## config.mk

```make
export PLATFORM = sky130hd
export DESIGN_NAME = instr_sequencer
export DESIGN_NICKNAME = d
export VERILOG_FILES = /design/src/rtl/instr_sequencer.sv
export SDC_FILE = /design/constraint.sdc
export NUM_CORES = 1
export LEC_CHECK = 0
export ABC_CLOCK_PERIOD_IN_PS = 3630
export CAP_MARGIN = 25
export CORE_MARGIN = 1.5
export CORE_UTILIZATION = 40
export CTS_CLUSTER_DIAMETER = 120
export CTS_CLUSTER_SIZE = 16
export DETAILED_ROUTE_END_ITERATION = 6
export GPL_TIMING_DRIVEN = 0
export PLACE_DENSITY = 0.55
export SETUP_SLACK_MARGIN = 0.4
export SYNTH_ARGS = -nofsm -noshare
export SYNTH_HDL_FRONTEND = slang
export SYNTH_SLANG_ARGS = --single-unit
```

## constraint.sdc

```tcl
create_clock -name clock -period 3.63 [get_ports clock]
set_input_delay 1.089 -clock clock [delete_from_list [all_inputs] [get_ports clock]]
set_output_delay 1.089 -clock clock [all_outputs]
set_load 0.05 [all_outputs]
```

## src/rtl/instr_sequencer.sv

```systemverilog
`timescale 1ns/1ps
// Program sequencer: small instruction store issuing one 9-bit func word per clock.
// Latency: first instruction on func the cycle after start; N instructions take N RUN cycles, done in cycle N+1.
// Backpressure: load-type instructions stall issue (func=IDLE_FUNC, dataReq=1) until dataValid; stalls are unbounded.
module instr_sequencer #(
  parameter int         PROG_DEPTH = 16,           // must equal 2**ADDR_W
  parameter int         ADDR_W     = 4,
  parameter logic [2:0] LOAD_OP    = 3'b000,
  parameter logic [8:0] IDLE_FUNC  = 9'b011_000_000
) (
  input  logic              clock,
  input  logic              reset,
  input  logic              loadEn,
  input  logic [ADDR_W-1:0] loadAddr,
  input  logic [8:0]        loadInstr,
  input  logic [ADDR_W-1:0] lastAddr,
  input  logic              start,
  input  logic              abort,
  input  logic              dataValid,
  output logic [8:0]        func,
  output logic              dataReq,
  output logic              busy,
  output logic              done,
  output logic [ADDR_W-1:0] pc,
  output logic [ADDR_W:0]   issueCnt
);

  typedef enum logic [1:0] {
    S_IDLE,
    S_RUN,
    S_DONE
  } state_t;

  state_t            state;
  state_t            state_nxt;
  logic [8:0]        mem [PROG_DEPTH];
  logic [ADDR_W-1:0] last_addr;
  logic [ADDR_W-1:0] last_nxt;
  logic [ADDR_W-1:0] pc_nxt;
  logic [ADDR_W:0]   cnt_nxt;
  logic [8:0]        cur;
  logic              is_load;
  logic              issue;

  // Asynchronous read of the instruction addressed by pc.
  assign cur     = mem[pc];
  assign is_load = (cur[8:6] == LOAD_OP);
  assign issue   = !is_load || dataValid;

  // Instruction store: writable only while no program is running; never cleared by reset.
  always_ff @(posedge clock) begin
    if (loadEn && (state != S_RUN)) begin
      mem[loadAddr] <= loadInstr;
    end
  end

  // State, program counter, issue counter and latched last address.
  always_ff @(posedge clock) begin
    if (reset) begin
      state     <= S_IDLE;
      pc        <= '0;
      issueCnt  <= '0;
      last_addr <= '0;
    end else begin
      state     <= state_nxt;
      pc        <= pc_nxt;
      issueCnt  <= cnt_nxt;
      last_addr <= last_nxt;
    end
  end

  // Next-state and output decode; abort outranks issue, a stall holds pc and count.
  always_comb begin
    state_nxt = state;
    pc_nxt    = pc;
    cnt_nxt   = issueCnt;
    last_nxt  = last_addr;
    func      = IDLE_FUNC;
    dataReq   = 1'b0;
    busy      = 1'b0;
    done      = 1'b0;
    case (state)
      S_IDLE: begin
        if (start) begin
          last_nxt  = lastAddr;
          pc_nxt    = '0;
          cnt_nxt   = '0;
          state_nxt = S_RUN;
        end
      end
      S_RUN: begin
        busy    = 1'b1;
        dataReq = is_load && !dataValid;
        if (issue) begin
          func = cur;
        end
        if (abort) begin
          state_nxt = S_IDLE;
        end else if (issue) begin
          cnt_nxt = issueCnt + 1'b1;
          if (pc == last_addr) begin
            state_nxt = S_DONE;
          end else begin
            pc_nxt = pc + 1'b1;
          end
        end
      end
      S_DONE: begin
        done      = 1'b1;
        state_nxt = S_IDLE;
      end
      default: begin
        state_nxt = S_IDLE;
      end
    endcase
  end

endmodule
```

Word-level counts from Yosys, hierarchy flattened
Memories as Yosys holds them, arrays and structs flattened. A register that Yosys moved wholly into a read port is not among the register bits. Index checks and enable logic that the tools add are counted.

Flip-flop bits (word level): 15. Bits of input ports: 23. Memories kept: 1. Bits in writable memories: 144.

Memory list: mem (words 16, bits a word 9, rd ports 1, clocked after Yosys merged registers in 1, write ports 1, RTL line 36) `logic [8:0] mem [PROG_DEPTH];`.

Add/subtract/negate cells: 2. Equality and inequality tests: 10. Mux-type cells: 23. Reduce and logical (&&, ||, !) cells: 12.

Operator list (number): 4-bit two-way mux (6); 9-bit two-way mux (2); 5-bit two-way mux (3); 5-bit case mux with 2 select lines (1); 2-bit two-way mux (4); 2-bit != test, second input constant (4); 4-bit case mux with 2 select lines (1); 3-bit != test, second input constant (2); 5-bit by 1-bit adder with 5-bit output, second input constant (1); 1-bit two-way mux (5); 5-bit AND reduction (1); 4-bit by 1-bit adder with 4-bit output, second input constant (1); 4-bit equality test (1); 2-bit case mux with 2 select lines (1); 4-bit AND reduction (1); 3-bit logical NOT (1); 3-bit AND reduction (1); 2-bit by 1-bit equality test with 1-bit output, second input constant (1); 2-bit equality test, second input constant (1); 1-bit logical AND (2); 1-bit logical NOT (2); 2-bit logical NOT (1); 2-bit by 1-bit != test with 1-bit output, second input constant (1); 2-bit AND reduction (1); 2 further kinds (2).

Logic depth before layout (Yosys ltp)
Gate-level depths: netlist (run 1).

Depth in word-level cells: 8. Gate-level depth with buffers: 9. Gate-level depth less buffers: 6.

Worst setup path before layout (run 1)
No wires, ideal clock.

Path kind: reg-to-output. Start: register with a tool-made name. End: output dataReq. Arrival: 2.465 ns. Stages on the path, launching flop included: 8. Data required time: 2.541 ns. Setup slack: 0.076 ns. Cells stage by stage: dfxtp_1 -> buf_6 -> mux4_1 -> a22o_1 -> a211oi_4 -> nand3_1 -> clkbuf_1 -> nor2_1.

RTL lines: to (decl) (RTL line 21) `output logic dataReq,`.

==> summary.txt, run 1 <==
Die
  – Io pins: 44
  – Die width: 133 um
  – Chip Height: 133 um
  – Die ar.: 0.0177 mm^2
  – Core area: 0.0165 mm^2
  – Starting Density: 0.409
  – Number of core rows: 47

Place
  – Placed cell count: 644
  – PortBufs: 42
  – GPL Wtd Cong: 0.769
  – Post-detail-place hpwl: 10.2 mm

Global route
  – Vias in the first global route: 3773
  – Antenna violations before repair: 0
  – All-Layer GR Usage: 0.183
  – Largest net degree at the start of global routing: 17
  – First-pass GRT wire length: 22.9 mm
  – Gr ovfl total: 0

Timing
  – Hold Violations, Final: 0
  – Max_slew headroom: 0.348
  – Tmin final: 3.83 ns
  – RSZ-0062 raised after global routing: yes
  – Final Max Tran Viols: 0
  – Peak Freq: 261 MHz
  – Final setup viols: 9
  – Worst Max-Slew Pin Slew: 0.974 ns
  – Final worst slack: -0.202 ns
  – Clock Skew: 0.00780 ns
  – Setup TNS: -1.42 ns
  – Final period util: 1.06

Yosys
  – Post-Synth Simple-Gate Area: 0.0632
  – Yosys cell types: 46
  – Synthesized area: 0.00675 mm^2
  – Yosys reg bits: 163
  – Synth Flop Type: edfxtp_1
  – Post-synth EDFFs: 144
  – Largest family of logic cells by synthesized area: multiplexers
  – Multiplexer share of the synthesized area: 0.165
  – Yosys warning count: 0
  – Adder-Cell Fraction of Synth Area: 0.00371
  – Synth Instances: 368
  – Synth Area per Inst: 18.3 um^2
  – Xor-xnor portion of the synthesized cell area: 0.00519
  – Sequential share of the synthesized area: 0.697
  – Fraction of registers with async set/reset: 0
  – Compound-Gate Fraction of Synth Area: 0.0410
  – Syn_nets: 393

Min path
  – Min-Delay Path Class: flop to flop

Clocking
  – Clock root buffer master: clkbuf_16
  – Hold_buf cts: 0
  – Max Buffers Root-to-Sink: 2
  – Clock latency on the worst-skew pair: 0.42 ns
  – TritonCTS Buffers: 17
  – Clock-pin slew on the worst setup and hold paths: 0.06 ns
  – Sink Count: 163
  – H-tree Lvls: 4
  – CTS tree: done

Drt
  – Drt drc: 0
  – Drt wl/cell: 22.1 um
  – Initial DRC Count: 215
  – DRT Wirelength: 15.2 mm
  – Vias: 3711
  – Post-DRT Antenna Nets: 0
  – Vias/cell: 5.42
  – Detailed Routing Iterations Pass 1: 4

Worst setup path
  – Critical path arrival: 2.74 ns
  – WS Path Type: flop to output port
  – CP Launch Type: flop
  – CP max stage cell: mux4_2
  – Crit path capture type: output port
  – Critical-path cell list: buf_8, mux4_2, a22o_1, a211oi_4, nand3_2, clkbuf_16, and3_4, buf_8
  – Crit-path max cell delay: 0.52 ns
  – Required time of the critical path: 2.54 ns
  – Most used cell, CP: buf_8
  – Critical-path maximum fanout: 5

Finish
  – Area of the multi-input gates: 0.00196 mm^2
  – Finished Core Util: 0.512
  – Non-filler cells, final: 685
  – Share of layout cells above drive strength 1: 0.316
  – Synth-to-layout area growth: 25.2%
  – Fillers: 1346
  – Antenna Cells: 0
  – Fin nets: 477
  – Reg area: 0.00471 mm^2

Outcome
  – Status: finished with violations
  – Failing checks: setup timing

Pwr
  – Pwr Density: 482 mW/mm^2
  – Pwr Total: 4070 uW
  – Lkg Pwr: 0.00275 uW
  – Peak supply drop: 331 uV

Flow run
  – Max-cap violations: 0
==> layer usage <==
metal	vias up	global-route usage	part of all wire
met5	-	0	0
met4	0	0.0708	0.020
met3	19	0.0391	0.034
met2	89	0.307	0.51
met1	1946	0.234	0.44
li1	1657	-	-
==> path summary, 6_finish.rpt <==
path                     start      endpoint  cells after the start  slack, ns
setup reg to reg          flop   issueCnt[2]                     10       0.96
hold reg to reg   last_addr[0]  last_addr[0]                      2       0.48
setup / recovery          flop       func[1]                      8      -0.20
hold / removal    last_addr[0]  last_addr[0]                      2       0.48
==> worst max-delay path: cells and delay by family (launching register included) <==
kind | cells | cell delay (ns)
buffers and inverters | 3 | 0.49
AND/OR/NAND/NOR | 2 | 0.37
AO/OA/AOI/OAI | 2 | 0.55
flip-flops | 1 | 0.39
multiplexers | 1 | 0.52
==> placed cells by master, fill, tap and decap left out, types with 5 or more instances in the layout <==
| master | synthesis | routed |
|---|---|---|
| nor2_1 | 26 | 24 |
| buf_8 | 0 | 8 |
| mux4_1 | 8 | 5 |
| nand2b_1 | 5 | 5 |
| buf_6 | 7 | 19 |
| dfxtp_1 | 19 | 18 |
| clkbuf_16 | 0 | 18 |
| mux4_2 | 33 | 36 |
| clkdlybuf4s50_1 | 0 | 31 |
| buf_4 | 2 | 13 |
| edfxtp_1 | 144 | 144 |
| a21oi_1 | 11 | 11 |
| nand2_1 | 16 | 16 |
| mux2i_1 | 9 | 9 |
| nand3_1 | 8 | 5 |
| mux2_2 | 6 | 6 |
| and3_4 | 0 | 7 |
==> cells by family after synthesis <==
family          count (synthesis)
flops                         163
simple gates                   86
mux                            56
compound gates                 34
buf+inv                        23
xor+xnor                        4
fa+ha+maj                       2
==> cell usage after synthesis, types with 2 or more instances <==
master	number	share of area
a211o_1	2	0.0026
a211oi_4	2	0.0059
a21o_1	2	0.0022
a21oi_1	11	0.0082
a221oi_1	2	0.0026
a22o_1	3	0.0039
a22o_2	2	0.0030
and2b_1	3	0.0033
and3_1	10	0.0093
buf_2	2	0.0015
buf_4	2	0.0022
buf_6	7	0.012
clkbuf_1	5	0.0028
dfxtp_1	19	0.056
edfxtp_1	144	0.64
ha_1	2	0.0037
inv_1	4	0.0022
mux2_2	6	0.010
mux2i_1	9	0.013
mux4_1	8	0.031
mux4_2	33	0.11
nand2_1	16	0.0089
nand2b_1	5	0.0046
nand3_1	8	0.0059
nand4_1	2	0.0019
nor2_1	26	0.014
nor2b_1	3	0.0028
nor3_1	7	0.0052
o21ai_0	2	0.0015
o41ai_1	2	0.0026
xnor2_1	4	0.0052
==> area by class of cell <==
| type | count | share of cell area |
|---|---|---|
| Timing Repair Buffer | 65 | 0.0824 |
| Buffer | 19 | 0.0259 |
| Sequential cell | 163 | 0.557 |
| Tap cell | 220 | 0.0326 |
| Multi-Input combinational cell | 182 | 0.232 |
| Clock buffer | 18 | 0.0508 |
| Clock inverter | 14 | 0.0182 |
| Inverter | 4 | 0.00178 |
==> report_power, final <==
group	leakage [uW]	switching (uW)	internal, uW
clock	0.000273	742	1020
combinational	0.00102	138	100
sequential	0.00145	8.53	2060
total	0.00275	888	3180
==> registers in the layout, summed over array words and instances, names as in the netlist, named ones only <==
signal and flops:
state 2, mem 144, pc 4, last_addr 4, issueCnt 5
==> metrics by stage <==
step / area, um^2 / worst slack (ns) / hold WS [ns]
floorplan: 6800 / 0.424 / 0.449
finish: 8460 / -0.202 / 0.476
global placement: 7500 / -0.980 / 0.459
CTS: 8430 / -0.228 / 0.479
detailed placement: 7660 / -1.01 / 0.463
global route: 8460 / -0.261 / 0.491
==> repair_timing <==
| item | CTS | global route |
|---|---|---|
| setup endpoints to repair | 11 | 10 |
| gates cloned | 2 | 0 |
| resized for setup | 101 | 5 |
| pin swaps | 11 | 4 |
| setup buffers | 6 | 1 |
Power figures use the tool's default switching activity.
==> run 2, diff against run 1 <==
Settings changed: REMOVE_ABC_BUFFERS set to 1.
==> run 2 against run 1 <==
The flow still finishes with violations (setup timing). Cell area rose by 0.73%. Largest cell class unchanged. First-iteration DRC count fell by 10%. Global-route usage barely moved. Sequential share of layout area fell by 0.30 points. Maximum frequency rose by 1.8%. Clock power rose by 6%. Via count fell by 0.89%. Routed wire length rose by 0.17%. Utilization rose by 0.37 points.
==> summary.txt, run 2 (synthesis gave the netlist of run 1 again) <==
Finish
  – Max reg flops: 144
  – Fillers: 1327
  – Antenna Cells: 0
  – Most flops, register: mem
  – Most frequent cells in the layout: edfxtp_1 (144), mux4_2 (39), clkdlybuf4s50_1 (32), buf_6 (29), nor2_1 (24)
  – Share of layout cells above drive strength 1: 0.331
  – Finished Core Util: 0.515
  – Most common cell after layout, fill and taps aside: edfxtp_1
  – Synth-to-layout area growth: 26.1%
  – Largest regs: mem x144, issueCnt x5
  – Fin nets: 477

Clocking
  – Max Buffers Root-to-Sink: 2
  – Clock root buffer master: clkbuf_16
  – CTS tree: done
  – Clock latency on the worst-skew pair: 0.43 ns
  – TritonCTS Buffers: 17
  – Sink Count: 163
  – H-tree Lvls: 4
  – Clock-pin slew on the worst setup and hold paths: 0.07 ns

Timing
  – Final worst slack: -0.134 ns
  – Worst Max-Slew Pin Slew: 0.709 ns
  – RSZ-0062 raised after global routing: yes
  – Final period util: 1.04
  – Max_slew headroom: 0.525
  – Peak Freq: 266 MHz
  – Final Max Tran Viols: 0
  – Tmin final: 3.76 ns
  – Clock Skew: 0.00999 ns
  – Final setup viols: 9
  – Hold Violations, Final: 0

Global route
  – Vias in the first global route: 3873
  – Antenna violations before repair: 1
  – First-pass GRT wire length: 23.1 mm
  – Largest net degree at the start of global routing: 34
  – Gr ovfl total: 0
  – All-Layer GR Usage: 0.183

Place
  – PortBufs: 43
  – Post-detail-place hpwl: 9.69 mm
  – GPL Wtd Cong: 0.743
  – Setup WS pre-CTS: -1.49 ns

Worst setup path
  – CP Launch Type: primary input
  – Required time of the critical path: 2.54 ns
  – Crit path capture type: output port
  – Critical path arrival: 2.68 ns
  – WS Path Type: primary input to output port
  – Critical-path maximum fanout: 5

Pwr
  – Lkg Pwr: 0.00276 uW
  – Pwr Density: 491 mW/mm^2
  – Peak supply drop: 436 uV

Drt
  – Vias: 3678
  – Drt drc: 0
  – Post-DRT Antenna Nets: 0
  – Drt wl/cell: 22.2 um
  – DRT Wirelength: 15.2 mm
  – Vias/cell: 5.37
  – Initial DRC Count: 193
  – Detailed Routing Iterations Pass 1: 4

Min path
  – Min-Delay Path Class: flop to flop

Die
  – Number of core rows: 47
  – Die ar.: 0.0177 mm^2
  – Chip Height: 133 um
  – Io pins: 44
  – Starting Density: 0.409
  – Die width: 133 um
  – Core area: 0.0165 mm^2

Flow run
  – Max-cap violations: 0

Outcome
  – Failing checks: setup timing
  – Status: finished with violations
-- run 2: cell count changes in the layout (fill, tap and decap cells not counted), moves of 3 or more --
cell      change
mux4_1        -3
dfxtp_1       -3
buf_8         -7
clkbuf_2      -3
mux4_2        +3
buf_6        +10
-- run 2: area by class of cell --
class                      instances  area [um^2]  share of cell area
clock inverter                    12          178              0.0209
timing repair inverter             1         5.00            0.000588
multi-input combinational        182         1960               0.230
tap                              220          275              0.0323
inverter                           4         18.8             0.00220
clock buffer                      20          437              0.0513
timing repair buffer              83          927               0.109
sequential                       163         4720               0.554
-- run 2: worst paths after layout --
kind	from	to	slack, ns	cells after the start
max	dataValid	func[0]	-0.13	7
min	last_addr[3]	last_addr[3]	0.48	2
max reg2reg	flop	flop	0.47	12
min reg2reg	last_addr[3]	last_addr[3]	0.48	2
-- run 2: power breakdown --
part           switching, uW  total (uW)  internal [uW]
logic                    137         239            101
registers               9.28        2070           2060
clock network            715        1870           1150
-- run 2: through the flow --
stage               instance area, um^2  TNS, ns  hold WS, ns  std cells  total power, uW
floorplan                          6590    -8.11        0.443        349             2210
global placement                   7300   -42.58        0.459        612             2310
detailed placement                 7520   -13.34        0.467        629             2320
CTS                                8420   -0.763        0.476        678             4210
global route                       8520    -1.51        0.496        685             4300
finish                             8520   -0.865        0.480        685             4180
-- run 2: what timing repair did --
| item | 4_1_cts | 5_1_grt |
|---|---|---|
| buffers inserted | 14 | 7 |
| hold buffers | 0 | 0 |
| cloned | 3 | 0 |
| pin swaps | 5 | 4 |
| endpoints found under the setup margin | 15 | 10 |
| resized for setup | 100 | 9 |
-- run 2: critical path, stage by stage --
cell,delay (ns)
clkdlybuf4s50_1,0.51
and2b_1,0.19
a22o_1,0.27
nand3_4,0.10
buf_6,0.16
and3_4,0.20
buf_6,0.15
-- run 2: metal layers --
metal  track usage  vias to the layer above  wire length (um)
met5             0                        -                12
met4        0.0739                        2               331
met3        0.0402                       29               642
met2         0.320                       82              7910
met1         0.220                     1900              6290
li1              -                     1665                 -
==> run 3, diff against run 2 <==
Settings changed: ABC_AREA set to 1.
==> run 3 against run 2 <==
The flow now finishes without violations. Routed wire length up 13%. Worst hold slack improved by 0.021 ns. Flip-flop and latch count is the same. Combinational power rose to 4.3 times the previous value. Non-clock buffer count fell by 8. Sequential share of layout area decreased by 2.0 points. Critical endpoint is now func[3]. Largest power group unchanged.
==> summary.txt, run 3 <==
Clocking
  – Clock root buffer master: clkbuf_16
  – H-tree Lvls: 4
  – Clock latency on the worst-skew pair: 0.42 ns
  – Max Buffers Root-to-Sink: 2
  – TritonCTS Buffers: 17
  – Sink Count: 163
  – CTS tree: done
  – Clock-pin slew on the worst setup and hold paths: 0.05 ns
  – Hold_buf cts: 0

Finish
  – Max reg flops: 144
  – Share of layout cells above drive strength 1: 0.189
  – Non-filler cells, final: 934
  – Antenna Cells: 0
  – Largest regs: mem x144, issueCnt x5
  – Area of the multi-input gates: 0.00212 mm^2
  – Fin nets: 722
  – Fillers: 1471
  – Most frequent cells in the layout: nand2_1 (153), edfxtp_1 (144), nor2_1 (51), inv_1 (48), a21oi_1 (47)
  – Synth-to-layout area growth: 27.2%
  – Post-Layout Inst Area: 0.00884 mm^2
  – Most flops, register: mem
  – Most common cell after layout, fill and taps aside: nand2_1
  – Reg area: 0.00472 mm^2

Drt
  – Vias/cell: 5.24
  – Drt drc: 0
  – Post-DRT Antenna Nets: 0
  – Vias: 4898
  – Initial DRC Count: 435
  – Drt wl/cell: 18.3 um
  – Detailed Routing Iterations Pass 1: 5
  – DRT Wirelength: 17.1 mm

Global route
  – All-Layer GR Usage: 0.194
  – Gr ovfl total: 0
  – First-pass GRT wire length: 25.7 mm
  – Largest net degree at the start of global routing: 46
  – Antenna violations before repair: 0
  – Vias in the first global route: 4508

Timing
  – Worst Max-Slew Pin Slew: 1.00 ns
  – Clock Skew: 0.00650 ns
  – Setup TNS: 0 ns
  – Final period util: 0.913
  – Hold Violations, Final: 0
  – Max_slew headroom: 0.330
  – Tmin final: 3.32 ns
  – Final setup viols: 0
  – RSZ-0062 raised after global routing: yes
  – Peak Freq: 302 MHz
  – Final Max Tran Viols: 0

Place
  – GPL Wtd Cong: 0.789
  – PortBufs: 43
  – Placed cell count: 868
  – Post-detail-place hpwl: 9.39 mm
  – Area post-placement: 0.00750 mm^2

Die
  – Die width: 135 um
  – Die ar.: 0.0182 mm^2
  – Number of core rows: 48
  – Io pins: 44
  – Core area: 0.0171 mm^2
  – Chip Height: 135 um
  – Starting Density: 0.406

Worst setup path
  – CP Launch Type: flop
  – Crit path capture type: output port
  – Critical-path maximum fanout: 6
  – Reg2reg start: state[1]
  – Critical path arrival: 2.23 ns
  – WS Path Type: flop to output port
  – Required time of the critical path: 2.54 ns

Yosys
  – Compound-Gate Fraction of Synth Area: 0.0793
  – Xor-xnor portion of the synthesized cell area: 0.00504
  – Synth Instances: 627
  – Post-synth EDFFs: 144
  – Synthesized area: 0.00695 mm^2
  – Fraction of registers with async set/reset: 0
  – Multiplexer share of the synthesized area: 0
  – Synth Area per Inst: 11.1 um^2
  – Synth area leaders: edfxtp_1 (62%), nand2_1 (8.4%), dfxtp_1 (5.5%)
  – Synth Flop Type: edfxtp_1
  – Yosys reg bits: 163
  – Area fraction of the dominant cell type after synthesis: 0.622
  – Yosys warning count: 0
  – Post-Synth Simple-Gate Area: 0.176
  – Post-synth top cells: nand2_1 (155), edfxtp_1 (144), nor2_1 (56)
  – Largest family of logic cells by synthesized area: simple AND/OR/NAND/NOR gates
  – Sequential share of the synthesized area: 0.677
  – Adder-Cell Fraction of Synth Area: 0.00360
  – Post-synth top area cell: edfxtp_1
  – Top-count cell post-synth: nand2_1
  – Yosys cell types: 37

Pwr
  – Peak supply drop: 311 uV
  – Pwr Density: 548 mW/mm^2
  – Lkg Pwr: 0.00332 uW

Min path
  – HP Start: last_addr[1]
  – Min-Delay Path Class: flop to flop

Flow run
  – Max-cap violations: 0

Outcome
  – Status: finished, final reports clean
## run 3: changes by cell type after synthesis, moves of 7 or more
cell and delta:
a21oi_1 +36, nand3_1 +34, mux2i_1 -9, nand2_1 +139, nand4_1 +7, buf_2 +8, and3_1 -10, inv_1 +46
mux4_2 -33, nor2_1 +30, nand2_2 +7, mux4_1 -8
## run 3: metrics by stage
stage	setup slack [ns]	hold slack, ns	utilization	power [uW]
floorplan	-1.17	0.475	-	2650
global placement	-2.85	0.484	0.436	2900
detailed placement	-1.30	0.496	0.438	2910
CTS	0.306	0.504	0.501	4770
global route	0.216	0.517	0.516	5020
finish	0.314	0.501	0.516	4840
## run 3: final timing paths
path | endpoint | slack (ns) | cells after the start
max | func[3] | 0.31 | 10
min | last_addr[1] | 0.50 | 2
max reg2reg | mem[6][8] | 1.34 | 5
min reg2reg | last_addr[1] | 0.50 | 2
## run 3: what timing repair did
action	4_1_cts	5_1_grt
cloned	6	1
resized for setup	134	29
buffers inserted	18	6
setup endpoints to repair	11	11
hold endpoints to repair	0	0
pin swaps	4	18
## run 3: logic make-up (layout without fill, tap and decap cells)
logic type | count (synthesis) | count (layout)
compound gates | 90 | 90
xor+xnor | 4 | 4
fa+ha+maj | 2 | 2
buf+inv | 84 | 166
flops | 163 | 163
simple gates | 284 | 284
## run 3: area by class of cell
type | instances | area share
Timing Repair inverter | 4 | 0.00510
Clock inverter | 12 | 0.0132
Tap cell | 225 | 0.0319
Multi-Input combinational cell | 380 | 0.239
Sequential cell | 163 | 0.534
Inverter | 56 | 0.0285
Timing Repair Buffer | 75 | 0.0991
Clock buffer | 19 | 0.0490
## run 3: power by group
part	total, uW	switching [uW]	internal, uW
sequential	2130	48.1	2090
clock	1670	676	996
combinational	1030	649	385
total	4840	1370	3470
## run 3: per-layer routing
metal	vias to the layer above	global-route usage	share of wire
li1	2329	-	-
met1	2396	0.271	0.44
met2	147	0.301	0.48
met3	26	0.0345	0.055
met4	0	0.0789	0.019
met5	-	0	0
## run 3: critical path: stages, from the launching register on
cell,delay [ns]
dfxtp_4,0.38
buf_4,0.14
buf_16,0.14
buf_6,0.12
a21oi_1,0.06
a22oi_1,0.22
nand2_1,0.13
o31ai_4,0.10
nor2_2,0.08
nor3_4,0.24
buf_6,0.19
